File: config.mk
export PLATFORM = sky130hd
export DESIGN_NAME = anti_rebote
export DESIGN_NICKNAME = d
export VERILOG_FILES = /design/src/rtl/anti_rebote_pkg.sv /design/src/rtl/anti_rebote_sync_ff.sv /design/src/rtl/anti_rebote.sv
export SDC_FILE = /design/constraint.sdc
export NUM_CORES = 1
export LEC_CHECK = 0
export CAP_MARGIN = 0
export CORE_AREA = 8 8 45 47
export DETAILED_ROUTE_END_ITERATION = 6
export DIE_AREA = 0 0 53 55
export SLEW_MARGIN = 20
export SYNTH_ARGS = -nofsm -noshare
export SYNTH_HDL_FRONTEND = slang
export SYNTH_SLANG_ARGS = --single-unit
File: constraint.sdc
create_clock -name clk -period 2.41 [get_ports clk]
set_input_delay 0.3615 -clock clk [delete_from_list [all_inputs] [get_ports clk]]
set_output_delay 0.3615 -clock clk [all_outputs]
set_load 0.05 [all_outputs]
File: src/rtl/anti_rebote_pkg.sv
// Shared types and default tuning for the push-button debouncer.
package anti_rebote_pkg;

  typedef enum logic [1:0] {
    IDLE_LOW  = 2'd0,
    CHK_HIGH  = 2'd1,
    IDLE_HIGH = 2'd2,
    CHK_LOW   = 2'd3
  } state_t;

  localparam int DEF_SYNC_STAGES   = 2;
  localparam int DEF_STABLE_CYCLES = 4;

endpackage

File: src/rtl/anti_rebote_sync_ff.sv
// N-stage flop chain bringing an asynchronous level into the clk domain.
module sync_ff #(
  parameter int STAGES = 2
) (
  input  logic clk,
  input  logic rst,
  input  logic d,
  output logic q
);

  logic [STAGES-1:0] chain_r;

  // Shift the raw level through the chain every cycle, cleared by reset.
  always_ff @(posedge clk or posedge rst) begin
    if (rst) begin
      chain_r <= '0;
    end else begin
      chain_r <= {chain_r[STAGES-2:0], d};
    end
  end

  assign q = chain_r[STAGES-1];

endmodule

File: src/rtl/anti_rebote.sv
// Debounces the raw button `bot` and emits a one-cycle pulse on Y per clean press.
module anti_rebote
  import anti_rebote_pkg::*;
#(
  parameter int SYNC_STAGES   = DEF_SYNC_STAGES,
  parameter int STABLE_CYCLES = DEF_STABLE_CYCLES
) (
  input  logic bot,
  input  logic clk,
  input  logic rst,
  input  logic en,
  output logic Y
);

  localparam int CNT_W = $clog2(STABLE_CYCLES + 1);
  localparam logic [CNT_W-1:0] CNT_MAX = CNT_W'(STABLE_CYCLES - 1);

  state_t           state_r, state_nxt_s;
  logic [CNT_W-1:0] cnt_r, cnt_nxt_s;
  logic             y_r, rise_s, deb_s, s_s;

  sync_ff #(.STAGES(SYNC_STAGES)) u_sync (
    .clk (clk),
    .rst (rst),
    .d   (bot),
    .q   (s_s)
  );

  // Debounced level is implied by which half of the state space we are in.
  always_comb begin
    deb_s = 1'b0;
    case (state_r)
      IDLE_HIGH, CHK_LOW: deb_s = 1'b1;
      default:            deb_s = 1'b0;
    endcase
  end

  // Next-state, stability counter and press detection.
  always_comb begin
    state_nxt_s = state_r;
    cnt_nxt_s   = cnt_r;
    rise_s      = 1'b0;
    if (!en) begin
      // Frozen: no counting, debounced level held.
      cnt_nxt_s   = '0;
      state_nxt_s = deb_s ? IDLE_HIGH : IDLE_LOW;
    end else if (s_s == deb_s) begin
      cnt_nxt_s   = '0;
      state_nxt_s = deb_s ? IDLE_HIGH : IDLE_LOW;
    end else if (cnt_r < CNT_MAX) begin
      cnt_nxt_s   = cnt_r + CNT_W'(1);
      state_nxt_s = deb_s ? CHK_LOW : CHK_HIGH;
    end else begin
      cnt_nxt_s   = '0;
      state_nxt_s = deb_s ? IDLE_LOW : IDLE_HIGH;
      rise_s      = ~deb_s;
    end
  end

  // State, counter and output pulse registers.
  always_ff @(posedge clk or posedge rst) begin
    if (rst) begin
      state_r <= IDLE_LOW;
      cnt_r   <= '0;
      y_r     <= 1'b0;
    end else begin
      state_r <= state_nxt_s;
      cnt_r   <= cnt_nxt_s;
      y_r     <= rise_s;
    end
  end

  assign Y = y_r;

endmodule

# After elaboration in Yosys (flattened, before gate mapping)
# Cells that the tools add are included.
dict set report op_classes {
  n_eq_ne 3
  add_sub_neg 1
  n_reduce_logical 1
  magnitude_cmp 1
  bitwise 1
  mux 13
}
# op n
set op_table {}
lappend op_table {{2-to-1 mux 2 bit} 6}
lappend op_table {{2-to-1 mux 3 bit} 3}
lappend op_table {{equality test 2 bit (second input constant)} 2}
lappend op_table {{2-to-1 mux 1 bit} 4}
lappend op_table {{adder 3 x 1 -> 3 bit (second input constant)} 1}
lappend op_table {{< comparator 3 x 2 -> 1 bit (second input constant)} 1}
lappend op_table {{OR reduction 2 bit} 1}
lappend op_table {{equality test 1 bit} 1}
lappend op_table {{NOT 1 bit} 1}
dict set report totals {
  register_bits 8
  output_inout_bits 1
  inputBits 4
}

# Depth between registers and ports, before layout
# Gate-level depths: netlist of run 1.
dict set report depth {
  word_depth 7
  mapped_depth 2
  mapped_depth_nobuf 2
}

# Hierarchy
# A second synthesis of run 1 with hierarchy kept.
dict set report unflattened {
  hier_cells 20
  area_unflattened_um2 292.8
}
# module instances cells_each area_per_inst_um2
set by_module_without_submodules {}
lappend by_module_without_submodules {anti_rebote 1 17 239.0}
lappend by_module_without_submodules {sync_ff 1 3 53.8}

# Worst setup path before layout of run 1
# Ideal clock, no wire load.
dict set report synth_timing {
  kind {register -> register}
  startpoint {reg cnt_r[0]}
  endpoint {reg cnt_r[1]}
  path_slack_ns 1.434
  t_required_ns 2.289
  stages_incl_launch_ff 3
  arrival_ns 0.855
  n_path_buf 0
  path_cell_list {dfrtp_1 -> ha_1 -> and4b_1}
}
dict set report synth_via {
  elab_chain_len 4
}
# item line
set synth_lines {}
lappend synth_lines {{from (decl)} anti_rebote.sv:19} ;# logic [CNT_W-1:0] cnt_r, cnt_nxt_s;
lappend synth_lines {{from (signal assigned)} anti_rebote.sv:68} ;# cnt_r <= cnt_nxt_s;
lappend synth_lines {{adder 3 x 1 -> 3 bit / < comparator 3 x 2 -> 1 bit (equally long branches)} {anti_rebote.sv:51, anti_rebote.sv:50}}
lappend synth_lines {{2-to-1 mux 3 bit *} anti_rebote.sv:50} ;# end else if (cnt_r < CNT_MAX) begin
lappend synth_lines {{2-to-1 mux 3 bit *} anti_rebote.sv:47} ;# end else if (s_s == deb_s) begin
lappend synth_lines {{2-to-1 mux 3 bit *} anti_rebote.sv:43} ;# if (!en) begin
lappend synth_lines {{via cnt_nxt_s[1]} anti_rebote.sv:19}
# The timed path passes the listed nets; every way through them passes the cells marked *.

# Final worst setup path of run 1
dict set report layout_timing {
  startpoint {reg y_r, in the netlist Y}
  endpoint {out Y}
}
# item line
set layout_rtl {}
lappend layout_rtl {{from (decl)} anti_rebote.sv:20} ;# logic y_r, rise_s, deb_s, s_s;
lappend layout_rtl {{from (signal assigned)} anti_rebote.sv:69} ;# y_r <= rise_s;
lappend layout_rtl {{to (decl)} anti_rebote.sv:12} ;# output logic Y
# No word-level cell between the ends.

==> flow_summary.yaml, run 1 <==
sta:
  tns_ps: 0
  final_hold_viol_count: 0
  skew_ps: 5.29
  layout_min_cycle_time_ps: 1740
  worst_pin_slew_ps: 495
  slew_viol_final: 0
  setup_viol: 0
  fin_crit_sh_pct: 72.1
  layout_setup_ws_ps: 673
  slew_headroom_pct: 66.9
  rsz0062_at_grt: "no"
  fmax_mhz: 576
global_route:
  grt_max_degree: 8
  grt.overflow.total: 0
  grt_first_pass_wirelength_um: 855
  track_usage_pct: 4.56
  antenna_found_initial: 0
  grt_pass1_vias: 206
clock_tree:
  post_cts_resized: 0
  clk_pin_slew_worst_paths_ps: 50
  root_buffer: "clkbuf_4"
  clock_path_buffers: 2
  clkSinkCount: 7
  ctsHoldBuffers: 0
  insertion_delay_ps: 250
  cts_max_level: 1
  cts_buffers: 3
  post_cts_buffers: 0
  cts_tree: "built"
setup_path:
  r2r-start: "cnt_r[0]"
  required_ps: 2050
  r2r_end: "cnt_r[1]"
  path_max_fanout: 1
  setup.worst_path.start: "Y"
  critPathLaunchType: "register"
  end_kind: "output port"
  crit_family: "buffers and inverters"
  critPathKind: "register to output port"
  r2r_cells: 2
  worstPathCellList: "clkdlybuf4s50_1"
  crit_slowest_cell: "clkdlybuf4s50_1"
  worstPathArrival_ps: 1380
  cp-endpoint: "Y"
  crit_cells: 1
  crit_buf_inv: 1
  max_stage_delay_ps: 800
  r2r_slack_ps: 1400
floorplan:
  start_util_pct: 20.9
  dieArea_um2: 2920
  die_w_um: 53
  fp.dieH_um: 55
  core_um2: 1380
  row_count: 14
  top_level_ports: 5
synth:
  yosys_register_bits: 7
  ys_warn_count: 0
  synthesis.area_um2: 289
  yosysSeqAreaShare_pct: 60.6
  synth_cell_types: 12
  synthCells: 19
  avgSynthCellArea_um2: 15.2
  synth_nets: 24
routing:
  drtAntennaViolNets: 0
  wl_met1_um: 231
  wl_met3_um: 58
  first_iter_violations: 5
  top_layer: "met4"
  dr.pass1.iters: 3
  wl_met2_um: 207
  vias: 190
  via_per_inst: 4.42
  drcViolationCount: 0
  routed_wl_um: 510
  avgRoutedWirePerCell_um: 11.9
final_layout:
  antennaDiodeCount: 0
  layout.nets: 33
  seq_area_um2: 175
  stdcell_area_um2: 375
  fillers: 145
  area_delta_synth_final_pct: 29.9
  drive_above_1_share_pct: 22.2
  multi_input_area_um2: 110
placement:
  gp_congestion: 0.679
  hpwl_um: 377
  place_ws_ps: 934
  numPortBuffers: 4
  place_area_um2: 349
power_and_ir_drop:
  worst_ir_drop_vdd_mv: 0.331
  p_leak_uw: 0.000181
  power.density_nw_per_um2: 793
  power_uw: 298
hold_path:
  worstHoldPathType: "primary input to async pin"
outcome:
  status: "finished clean"
job:
  drv_cap: 0
layout by cell type, fill, tap and decap left out:
cell type	instances
a21oi_1	1
inv_1	1
a21boi_0	1
dfrtp_1	7
nand3_1	1
clkbuf_1	1
and4b_1	2
clkdlybuf4s50_1	4
nor4b_2	1
ha_1	1
xnor2_2	1
a21o_1	1
a32o_1	1
and4b_2	1
clkbuf_4	3
synthesized netlist by cell type:
cell type	number	area [um^2]
a21boi_0	1	7.51
a21oi_1	1	5.00
a21o_1	1	7.51
nor4b_2	1	15.0
dfrtp_1	7	175
and4b_1	2	20.0
inv_1	1	3.75
ha_1	1	12.5
xnor2_2	1	16.3
a32o_1	1	10.0
and4b_2	1	11.3
nand3_1	1	5.00
worst min-delay path by stage:
stage                                 start           endpoint  slack (ps)  cells after the start
final                                   rst           cnt_r[2]         330                      2
after global routing                    rst           cnt_r[1]         350                      2
after CTS                               rst           cnt_r[1]         340                      2
after detailed placement  u_sync.chain_r[0]  u_sync.chain_r[1]         340                      0
after global placement    u_sync.chain_r[0]  u_sync.chain_r[1]         340                      0
after floorplan                         rst                  Y         160                      1
stage by stage:
step | hold slack (ps) | cells | utilization [%]
after global placement | 343 | 39 | 25.2
final | 332 | 43 | 27.1
after detailed placement | 343 | 39 | 25.2
after CTS | 335 | 43 | 27.1
after floorplan | 165 | 19 | -
after global routing | 346 | 43 | 27.1
sequential cells by signal, summed over array words and instances, names as in the netlist:
register,flops
Y,1
state_r,1
u_sync.chain_r,2
cnt_r,3
metal layers:
| metal | vias to the layer above | global-route usage, % |
|---|---|---|
| li1 | 89 | - |
| met1 | 91 | 4.17 |
| met2 | 8 | 5.66 |
| met3 | 2 | 4.81 |
| met4 | 0 | 3.88 |
| met5 | - | 0 |
final cells by class:
cell class                      instances  area share, %
Sequential cell                         7           46.7
Multi-Input combinational cell         11           29.3
Timing Repair Buffer                    4           10.7
Clock buffer                            4           7.00
Tap cell                               16           5.33
Inverter                                1           1.00
where the power goes:
part           switching, uW  internal (uW)  leakage [uW]
registers               15.8            131     0.0000915
logic                   15.6           28.3     0.0000744
clock network           43.8           63.2     0.0000150
total                   75.2            222      0.000181
logic make-up after synthesis:
family / count (synthesis) / synth area share [%]
buf+inv: 1 / 1.30
compound gates: 4 / 10.4
xor+xnor: 1 / 5.63
flops: 7 / 60.6
simple gates: 5 / 17.7
fa+ha+maj: 1 / 4.33
Note: power is estimated with default switching activity, not from simulation.
==> inputs of run 2 (changes only) <==
- clock period: 2.41 -> 1.6 ns (I/O delays scaled with it)
==> run 2 against run 1 <==
  * Non-clock buffer count stayed put
  * Worst hold slack worse by 110 ps
  * Critical path type is now primary input to register
  * Utilization is 0.18 points lower
  * Count of clock-buffer cells in the layout stayed put
  * Global-route usage is 0.058 points higher
  * Sequential share of layout area is 0.31 points higher
  * Cell count stayed put
  * First-iteration DRC count is 80% lower
  * Critical endpoint is now state_r[1]
  * Register-to-register slack worse by 830 ps
  * Highest routed layer unchanged
  * Largest power group unchanged
  * Wire length is 0.98% lower
  * Via count is 1.6% lower
==> flow_summary.yaml, run 2 (synthesis results as in run 1) <==
routing:
  first_iter_violations: 1
  via_per_inst: 4.35
  dr.pass1.iters: 2
  drtAntennaViolNets: 0
  avgRoutedWirePerCell_um: 11.7
  routed_wl_um: 505
  drcViolationCount: 0
  vias: 187
setup_path:
  r2r_slack_ps: 570
  critPathLaunchType: "primary input"
  crit_slowest_cell: "clkdlybuf4s50_1"
  worstPathArrival_ps: 1160
  r2r_cells: 2
  path_max_fanout: 7
  worstPathCellList: "clkdlybuf4s50_1 -> a21boi_0 -> a32o_1"
  required_ps: 1730
  r2r_end: "cnt_r[1]"
  end_kind: "register"
  r2r-start: "cnt_r[0]"
  critPathKind: "primary input to register"
  max_stage_delay_ps: 570
  setup.worst_path.start: "en"
clock_tree:
  clock_path_buffers: 2
  root_buffer: "clkbuf_4"
  cts_buffers: 3
  insertion_delay_ps: 240
  post_cts_buffers: 0
  post_cts_resized: 0
  cts_max_level: 1
  ctsHoldBuffers: 0
  clkSinkCount: 7
  cts_tree: "built"
  clk_pin_slew_worst_paths_ps: 50
sta:
  worst_pin_slew_ps: 255
  finalHoldWorstSlack_ps: 219
  fmax_mhz: 968
  rsz0062_at_grt: "no"
  layout_min_cycle_time_ps: 1030
  slew_headroom_pct: 83.0
  final_hold_viol_count: 0
  slew_viol_final: 0
  skew_ps: 0.410
  setup_viol: 0
  fin_crit_sh_pct: 64.5
  tns_ps: 0
placement:
  numPortBuffers: 4
  gp_congestion: 0.605
  placed_cells: 39
final_layout:
  largest_reg_flops: 3
  fillers: 150
  antennaDiodeCount: 0
  final_cell_mix: "7 x dfrtp_1, 3 x clkbuf_4, 3 x clkdlybuf4s50_1, 2 x and4b_1"
  largestRegisters: "cnt_r (3), u_sync.chain_r (2)"
  fin_util_pct: 26.9
  drive_above_1_share_pct: 25.9
  layout.nets: 33
  stdcell_count: 43
  layout_commonest_cell: "dfrtp_1"
  regMostFlops: "cnt_r"
  area_delta_synth_final_pct: 29.0
floorplan:
  core_um2: 1380
  dieArea_um2: 2920
  die_w_um: 53
  start_util_pct: 20.9
  top_level_ports: 5
  row_count: 14
  fp.dieH_um: 55
job:
  drv_cap: 0
hold_path:
  worstHoldPathType: "primary input to async pin"
global_route:
  grt_max_degree: 8
  grt.overflow.total: 0
  track_usage_pct: 4.62
  grt_pass1_vias: 211
  grt_first_pass_wirelength_um: 876
  antenna_found_initial: 0
power_and_ir_drop:
  worst_ir_drop_vdd_mv: 0.317
  p_leak_uw: 0.000183
  power.density_nw_per_um2: 1180
outcome:
  status: "finished clean"
==> run 2: where the power goes <==
part | total, uW | leakage [uW] | switching [uW] | internal [uW]
Combinational | 68.8 | 0.0000764 | 25.8 | 43.0
Clock | 153 | 0.0000150 | 57.9 | 94.7
Sequential | 220 | 0.0000915 | 22.3 | 197
==> run 2: how the worst max path moves through the flow <==
stage | endpoint | depth (start not counted)
after CTS | Y | 1
after detailed placement | state_r[1] | 3
after global routing | Y | 1
final | state_r[1] | 3
after floorplan | cnt_r[1] | 2
after global placement | state_r[1] | 3
==> run 2: metrics by stage <==
| stage | instance area [um^2] | total power (uW) | setup slack (ps) |
|---|---|---|---|
| 2_1_floorplan | 289 | 270 | 624 |
| 3_3_place_gp | 347 | 286 | 372 |
| 3_5_place_dp | 347 | 294 | 311 |
| 4_1_cts | 373 | 453 | 553 |
| 5_1_grt | 373 | 476 | 533 |
| 6_report | 373 | 441 | 567 |
==> run 2: layout make-up <==
class                           count  area, um^2  share of cell area, %
Sequential cell                     7         175                   47.0
Clock buffer                        4        26.3                   7.05
Tap cell                           16        20.0                   5.37
Multi-Input combinational cell     11         110                   29.5
Timing Repair Buffer                4        37.5                   10.1
Inverter                            1        3.75                   1.01
==> run 2: critical path, delay by kind of cell <==
family | cells | cell delay [ps]
AO/OA/AOI/OAI | 2 | 360
buffers and inverters | 1 | 570
==> run 2: per-layer routing <==
metal  share of wire (%)  track usage, %
met1                  45            4.33
met2                  47            6.25
met3                 3.6            2.41
met4                 3.8            6.47
met5                   0               0
